<file path="src/rtl/apb_uart_rb_pkg.sv">
// Shared types and constants for the APB initiator that drives the UART register block.
package apb_uart_rb_pkg;

  localparam int APB_ADDR_W = 12;
  localparam int APB_DATA_W = 32;

  typedef enum logic [1:0] {
    IDLE   = 2'd0,
    SETUP  = 2'd1,
    ACCESS = 2'd2,
    RESP   = 2'd3
  } apb_mst_state_e;

  typedef struct packed {
    logic                  write;
    logic [APB_ADDR_W-1:0] addr;
    logic [APB_DATA_W-1:0] wdata;
  } apb_cmd_t;

  typedef struct packed {
    logic [APB_DATA_W-1:0] rdata;
    logic                  err;
    logic                  timeout;
  } apb_rsp_t;

  // Word transfers only: any set bit in the two byte-lane bits is a bad address.
  function automatic logic addr_misaligned(input logic [1:0] lsb);
    return (lsb != 2'b00);
  endfunction

endpackage

</file>
<file path="src/rtl/apb_uart_rb_apb_wdog.sv">
// Saturating 8-bit wait-state counter; flags when the ACCESS phase has waited TIMEOUT-1 cycles.
module apb_uart_rb_apb_wdog
  import apb_uart_rb_pkg::*;
#(
  parameter int TIMEOUT = 16
) (
  input  logic clk_i,
  input  logic reset_i,
  input  logic clear_i,
  input  logic inc_i,
  output logic expired_o
);

  localparam logic [7:0] LIMIT = 8'(TIMEOUT - 1);

  logic [7:0] cnt_q;
  logic [7:0] cnt_d;

  // Next count: clear wins, increment stops at all-ones so the count never wraps.
  always_comb begin
    cnt_d = cnt_q;
    if (clear_i) begin
      cnt_d = 8'd0;
    end else if (inc_i && (cnt_q != 8'hFF)) begin
      cnt_d = cnt_q + 8'd1;
    end else begin
      cnt_d = cnt_q;
    end
  end

  // Counter register.
  always_ff @(posedge clk_i or posedge reset_i) begin
    if (reset_i) begin
      cnt_q <= 8'd0;
    end else begin
      cnt_q <= cnt_d;
    end
  end

  // The count seen here is the number of low-pready cycles before the current one.
  assign expired_o = (cnt_q == LIMIT);

endmodule

</file>
<file path="src/rtl/apb_uart_rb_apb_master.sv">
// APB3 initiator: one valid/ready command in, one APB transfer out, one valid/ready response back.
module apb_uart_rb_apb_master
  import apb_uart_rb_pkg::*;
#(
  parameter int ADDR_W  = APB_ADDR_W,
  parameter int DATA_W  = APB_DATA_W,
  parameter int TIMEOUT = 16
) (
  input  logic              clk,
  input  logic              reset,
  input  logic              cmd_valid,
  output logic              cmd_ready,
  input  logic              cmd_write,
  input  logic [ADDR_W-1:0] cmd_addr,
  input  logic [DATA_W-1:0] cmd_wdata,
  output logic              rsp_valid,
  input  logic              rsp_ready,
  output logic [DATA_W-1:0] rsp_rdata,
  output logic              rsp_err,
  output logic              rsp_timeout,
  output logic [ADDR_W-1:0] apb_paddr,
  output logic              apb_psel,
  output logic              apb_penable,
  output logic              apb_pwrite,
  output logic [DATA_W-1:0] apb_pwdata,
  input  logic              apb_pready,
  input  logic [DATA_W-1:0] apb_prdata,
  input  logic              apb_pslverr
);

  apb_mst_state_e state_q, state_d;
  apb_cmd_t       hold_q, hold_d;
  apb_rsp_t       rsp_q, rsp_d;

  logic wd_clear_s;
  logic wd_inc_s;
  logic wd_expired_s;

  apb_uart_rb_apb_wdog #(
    .TIMEOUT (TIMEOUT)
  ) u_wdog (
    .clk_i     (clk),
    .reset_i   (reset),
    .clear_i   (wd_clear_s),
    .inc_i     (wd_inc_s),
    .expired_o (wd_expired_s)
  );

  // Next-state, holding-register and response decisions for the transfer sequence.
  always_comb begin
    state_d    = state_q;
    hold_d     = hold_q;
    rsp_d      = rsp_q;
    wd_clear_s = 1'b0;
    wd_inc_s   = 1'b0;
    case (state_q)
      IDLE: begin
        if (cmd_valid) begin
          if (addr_misaligned(cmd_addr[1:0])) begin
            // Rejected before the bus: the APB lines keep the previous transfer's values.
            rsp_d.rdata   = '0;
            rsp_d.err     = 1'b1;
            rsp_d.timeout = 1'b0;
            state_d       = RESP;
          end else begin
            hold_d.write = cmd_write;
            hold_d.addr  = cmd_addr;
            hold_d.wdata = cmd_wdata;
            state_d      = SETUP;
          end
        end else begin
          state_d = IDLE;
        end
      end
      SETUP: begin
        wd_clear_s = 1'b1;
        state_d    = ACCESS;
      end
      ACCESS: begin
        if (apb_pready) begin
          // A ready slave beats the timeout even on the final allowed cycle.
          rsp_d.rdata   = (hold_q.write || apb_pslverr) ? '0 : apb_prdata;
          rsp_d.err     = apb_pslverr;
          rsp_d.timeout = 1'b0;
          state_d       = RESP;
        end else if (wd_expired_s) begin
          rsp_d.rdata   = '0;
          rsp_d.err     = 1'b1;
          rsp_d.timeout = 1'b1;
          state_d       = RESP;
        end else begin
          wd_inc_s = 1'b1;
          state_d  = ACCESS;
        end
      end
      RESP: begin
        if (rsp_ready) begin
          state_d = IDLE;
        end else begin
          state_d = RESP;
        end
      end
      default: begin
        state_d = IDLE;
      end
    endcase
  end

  // State, holding and response registers.
  always_ff @(posedge clk or posedge reset) begin
    if (reset) begin
      state_q <= IDLE;
      hold_q  <= '0;
      rsp_q   <= '0;
    end else begin
      state_q <= state_d;
      hold_q  <= hold_d;
      rsp_q   <= rsp_d;
    end
  end

  // Handshake and strobe outputs decode the state register; data outputs come from registers.
  assign cmd_ready   = (state_q == IDLE);
  assign rsp_valid   = (state_q == RESP);
  assign apb_psel    = (state_q == SETUP) || (state_q == ACCESS);
  assign apb_penable = (state_q == ACCESS);
  assign apb_paddr   = hold_q.addr;
  assign apb_pwrite  = hold_q.write;
  assign apb_pwdata  = hold_q.wdata;
  assign rsp_rdata   = rsp_q.rdata;
  assign rsp_err     = rsp_q.err;
  assign rsp_timeout = rsp_q.timeout;

endmodule

</file>
<file path="config.mk">
export PLATFORM = sky130hd
export DESIGN_NAME = apb_uart_rb_apb_master
export DESIGN_NICKNAME = d
export VERILOG_FILES = /design/src/rtl/apb_uart_rb_pkg.sv /design/src/rtl/apb_uart_rb_apb_wdog.sv /design/src/rtl/apb_uart_rb_apb_master.sv
export SDC_FILE = /design/constraint.sdc
export NUM_CORES = 1
export LEC_CHECK = 0
export BUFFER_PORTS_ARGS = -buffer_cell sky130_fd_sc_hd__buf_2
export CORE_MARGIN = 2
export CORE_UTILIZATION = 30
export CTS_CLUSTER_SIZE = 10
export DETAILED_ROUTE_END_ITERATION = 10
export PLACE_DENSITY = 0.65
export SYNTH_ARGS = -nofsm -noshare
export SYNTH_HDL_FRONTEND = slang
export SYNTH_SLANG_ARGS = --single-unit
</file>
<file path="constraint.sdc">
create_clock -name clk -period 5 [get_ports clk]
set_input_delay 1 -clock clk [delete_from_list [all_inputs] [get_ports clk]]
set_output_delay 1 -clock clk [all_outputs]
set_load 0.1 [all_outputs]
</file>
==> reports/metrics.yaml, run 1 <==
ant_nets: 0
skew_ps: 8.23
cp.arrival_ps: 2840
vias_per_cell: 4.35
cts_setup_buffers: 0
synthCells: 307
syn_area_per_cell_um2: 12.5
antenna_found_initial: 1
clock_path_buffers: 2
yosysTopAreaCell: "dfrtp_1"
drive_above_1_share_pct: 49.2
final_area_mm2: 0.00516
yosys-top-cells-area: "dfrtp_1 (58%), mux2_2 (13%), mux2i_1 (8.9%), inv_1 (3.6%), nand2_1 (3.5%)"
ys.flop_type: "dfrtp_1"
placed_cell_area_mm2: 0.00482
synth.distinct_cells: 33
nets: 563
crit_fanout: 20
areaGrowthSynthToFinish_pct: 35.0
synth_area_mm2: 0.00383
num_vias: 2840
cap_violations: 0
finalSetupViolations: 0
outcome: "finished clean"
initial_utilization_pct: 30.6
async_reset_ff_share_pct: 100
grt_usage_pct: 12.7
gp_congestion: 0.729
synth_warnings: 0
ys_top_cells_by_count: "dfrtp_1 (89), mux2_2 (45), inv_1 (37)"
crit_type: "input pin to flip-flop"
synth_edf_count: 0
ys_seq_area_share_pct: 58.2
route.layer.met1.wl_um: 3500
drcViolationCount: 0
post_cts_resized: 0
synth_seq_cells: 89
dr_wl_met3_um: 830
hold_path_class: "flip-flop to flip-flop"
dr_wl_met2_um: 3830
final.period_utilization_pct: 52.4
wirelength_um: 8330
yosys.cell_count.top_type: "dfrtp_1"
dpl.cell_count: 636
final.setup.tns_ps: 0
grt_max_degree: 48
cts_tree: "built"
core_mm2: 0.0125
final-max-slew-violation-count: 0
setup.worst_path.start_class: "input pin"
die_h_um: 117
first_pass_iters: 4
stdcell_count: 653
slew_headroom_pct: 20.4
synth_top_area_share_pct: 58.2
dieWidth_um: 117
grt_setup_unrepaired: "false"
gr-total-overflow: 0
dp_hpwl_um: 6150
top_layer: "met4"
grt_pass1_wl_um: 13300
hold_viol_final: 0
fmax_mhz: 382
cp.required_ps: 5220
tightest_slew_ps: 1190
root_buffer: "clkbuf_16"
cts_sinks: 89
worst_setup_path_end_kind: "flip-flop"
ctsHtreeMaxLevel: 3
drt-initial-drc-count: 96
wl_per_cell_um: 12.8
clock_latency_ps: 340
holdBufCountCts: 0
rows: 41
ioPinCount: 166
mappedNetlistNets: 395
clk_pin_slew_worst_paths_ps: 60
cts_made_buffers: 9
layout_min_cycle_time_ps: 2620
grt_pass1_vias: 2873
die-area_mm2: 0.0137
io_buffer_count: 165
worst max-delay path, stage by stage:
cell and delay (ps):
buf_2 110, o21ai_0 120, mux2_2 330, a21oi_4 490, buf_4 430, mux2_1 360
placed cells by master, fill, tap and decap left out, drive strengths merged, types with 3 or more instances in the layout:
| master | instances |
|---|---|
| nor2b | 4 |
| dfrtp | 89 |
| mux2i | 34 |
| ha | 5 |
| mux2 | 46 |
| nand2 | 36 |
| nor3 | 4 |
| inv | 37 |
| nand2b | 4 |
| clkbuf | 9 |
| bufinv | 3 |
| buf | 168 |
| o21ai | 4 |
| a21oi | 7 |
| clkinv | 4 |
| nor2 | 9 |
layout make-up:
class	count	area, um^2
tap	172	215
timing repair buffer	168	848
sequential	89	2230
fill	1224	7350
antenna	1	2.50
multi-input combinational	170	1390
clock buffer	9	225
clock inverter	7	118
inverter	37	140
through the flow:
step	hold slack (ps)	worst slack (ps)	util [%]
global route	521	2290	41.3
CTS	503	2360	41.2
floorplan	536	1690	-
global placement	476	2020	38.5
detailed placement	482	2010	38.5
finish	498	2380	41.3
logic make-up after synthesis:
kind of cell,after synthesis,share of synthesized area (%)
DFF,89,58.2
buffers and inverters,48,5.72
adders and majority gates,5,1.64
and+or+nand+nor,66,8.50
muxes,80,22.4
AOI/OAI and AO/OA,18,3.27
xor gates and xnor gates,1,0.229
worst paths after layout:
path                                 startpoint                   endpoint  slack (ps)  cells past startpoint
max                                 cmd_addr[1]        rsp_err$_DFFE_PP0P_        2380                      6
min                         rsp_err$_DFFE_PP0P_        rsp_err$_DFFE_PP0P_         500                      1
max reg2reg                state_q[0]$_DFF_PP0_        rsp_err$_DFFE_PP0P_        2440                      6
min reg2reg                 rsp_err$_DFFE_PP0P_        rsp_err$_DFFE_PP0P_         500                      1
max in group asynchronous                 reset  rsp_rdata[27]$_DFFE_PP0P_        3180                      3
min in group asynchronous                 reset  rsp_rdata[13]$_DFFE_PP0P_         750                      2
per-layer routing:
layer	GRT usage, %	vias up
met5	0	-
met4	4.71	0
met3	5.66	14
met2	20.7	114
li1	-	1355
met1	14.8	1357
flip-flops by register name (all words and copies together), names as in the netlist:
| register | count |
|---|---|
| state_q | 2 |
| apb_pwdata | 32 |
| apb_paddr | 12 |
| rsp_err | 1 |
| rsp_rdata | 32 |
| apb_pwrite | 1 |
| rsp_timeout | 1 |
| u_wdog.cnt_q | 8 |
Power of run 1 is not shown: default switching activity piles up to over one toggle a cycle in this logic, so the estimate is an artifact.
==> inputs of run 2 (changes only) <==
==> constraint.sdc (replaced) <==
create_clock -name clk -period 2.6 [get_ports clk]
set_input_delay 0.52 -clock clk [delete_from_list [all_inputs] [get_ports clk]]
set_output_delay 0.52 -clock clk [all_outputs]
set_load 0.1 [all_outputs]
==> run 2 against run 1 <==
- first-iteration DRC count down 34%
- sequential share of layout area down 0.22 points
- worst setup slack worse by 1900 ps
- worst hold slack worse by 180 ps
- clock-buffer cell count unchanged
==> reports/metrics.yaml, run 2 (synthesized netlist as in run 1, its figures left out) <==
grt_pass1_wl_um: 13300  # about the same
drcViolationCount: 0  # unchanged
grt_max_degree: 90  # +88%
gr-total-overflow: 0  # unchanged
final.period_utilization_pct: 80.1
antenna_found_initial: 0  # -1
slew_headroom_pct: 67.8  # +47 points
final_common_cell: "buf_2"
cts_setup_buffers: 0  # unchanged
reg2reg_from: "state_q[0]$_DFF_PP0_"
crit_type: "flip-flop to output port"
fmax_mhz: 480
grt_pass1_vias: 2875  # +0.070%
cts_sinks: 89  # unchanged
cap_violations: 0  # unchanged
multi_input_area_mm2: 0.00139  # +0.18%
post_cts_resized: 0  # unchanged
r2r_end: "rsp_rdata[30]$_DFFE_PP0P_"
grt_setup_unrepaired: "false"
clock_latency_ps: 340  # about the same
finalSetupViolations: 0  # unchanged
final.setup.tns_ps: 0  # unchanged
root_buffer: "clkbuf_16"
top_usage_layer: "met2"
worst_setup_path_end_kind: "output port"
worstPathCellList: "inv_1 > ha_1 > buf_2"
wl_per_cell_um: 13.0  # +2.1%
nets: 565  # +0.36%
gp_congestion: 0.802  # +10%
clock_path_buffers: 2  # unchanged
stdcell_count: 654  # +0.15%
crit_slowest_cell: "buf_2"
regToRegSetupSlack_ps: 630  # -1810 ps
die_h_um: 117  # unchanged
dieWidth_um: 117  # unchanged
wirelength_um: 8520  # +2.3%
dpl.cell_count: 638  # +0.31%
fillers: 1258  # +2.8%
hold_viol_final: 0  # unchanged
num_vias: 2798  # -1.5%
areaGrowthSynthToFinish_pct: 35.7
rows: 41  # unchanged
endpoint: "apb_penable"
ant_nets: 0  # unchanged
skew_ps: 4.74  # -3.49 ps
outcome: "finished clean"
die-area_mm2: 0.0137  # unchanged
holdBufCountCts: 0  # unchanged
hold_slack_ps: 316  # -182 ps
first_pass_iters: 5  # +1
drive_above_1_share_pct: 49.6  # +0.42 points
cp.required_ps: 2080  # -3140 ps
core_mm2: 0.0125  # unchanged
final_cell_mix: "buf_2 (165), dfrtp_1 (89), mux2_2 (45), inv_1 (36), nand2_1 (36)"
drt-initial-drc-count: 63  # -34%
io_buffer_count: 165  # unchanged
initial_utilization_pct: 30.6  # unchanged
cts_tree: "built"
crit_fanout: 6  # -70%
critical_path.max_stage_delay_ps: 480  # about the same
antenna_cells: 0  # -1
use_met2_pct: 21.7  # +1.0 points
r2r_cells: 7  # +1
cp.arrival_ps: 1560  # -1280 ps
dp_hpwl_um: 6330  # +2.9%
use_met3_pct: 5.05  # -0.62 points
clk_pin_slew_worst_paths_ps: 60  # about the same
use_met1_pct: 14.2  # -0.61 points
setup.worst_path.start_class: "flip-flop"
crit_path_start: "state_q[0]$_DFF_PP0_"
vias_per_cell: 4.28  # -1.6%
hold_path_class: "input pin to asynchronous set/reset pin"
ioPinCount: 166  # unchanged
tightest_slew_ps: 471  # -722 ps
cts_made_buffers: 9  # unchanged
final-max-slew-violation-count: 0  # unchanged
regArea_mm2: 0.00223  # unchanged
ctsHtreeMaxLevel: 3  # unchanged
layout_min_cycle_time_ps: 2080
grt_usage_pct: 12.7  # -0.027 points
-- run 2: cell types whose count changed in the layout (fill, tap and decap cells not counted) --
| cell | previous run | this run |
|---|---|---|
| clkinv_2 | 3 | 0 |
| clkinvlp_4 | 0 | 3 |
| buf_12 | 0 | 2 |
| bufinv_16 | 3 | 2 |
| diode_2 | 1 | 0 |
| ha_1 | 5 | 4 |
| ha_2 | 0 | 1 |
| inv_6 | 1 | 2 |
-- run 2: through the flow --
stage,utilization (%),worst slack (ps),area (um^2)
after floorplan,-,93.6,3830
after global placement,38.9,642,4860
after detailed placement,38.9,604,4860
after CTS,41.5,492,5190
after global routing,41.5,421,5190
final,41.5,518,5190
-- run 2: critical path, delay by kind of cell, from the launching register on --
family / cells / cell delay, ps
flip-flops: 1 / 400
adder cells (fa/ha/maj): 1 / 260
buffers and inverters: 2 / 570
-- run 2: cell type report --
type | instances | share of cell area (%)
Clock buffer | 9 | 4.34
Clock inverter | 7 | 1.95
Inverter | 37 | 2.75
Multi-Input combinational cell | 170 | 26.8
Sequential cell | 89 | 42.9
Tap cell | 172 | 4.15
Timing Repair Buffer | 170 | 17.1
-- run 2: metal layers --
layer	up-vias	wire, um
met1	1332	3410
li1	1362	-
met5	-	0
met2	91	4340
met4	0	129
met3	13	643
-- run 2: worst min-delay path by stage --
stage	end	slack [ps]	cells after the start	start
floorplan	u_wdog.cnt_q[1]$_DFFE_PP0P_	540	2	u_wdog.cnt_q[1]$_DFFE_PP0P_
global placement	rsp_err$_DFFE_PP0P_	470	1	rsp_err$_DFFE_PP0P_
detailed placement	rsp_err$_DFFE_PP0P_	470	1	rsp_err$_DFFE_PP0P_
CTS	apb_pwdata[9]$_DFFE_PP0P_	330	3	reset
global route	rsp_rdata[25]$_DFFE_PP0P_	350	3	reset
finish	apb_pwdata[15]$_DFFE_PP0P_	320	3	reset
Power of run 2 is left out for the same reason.
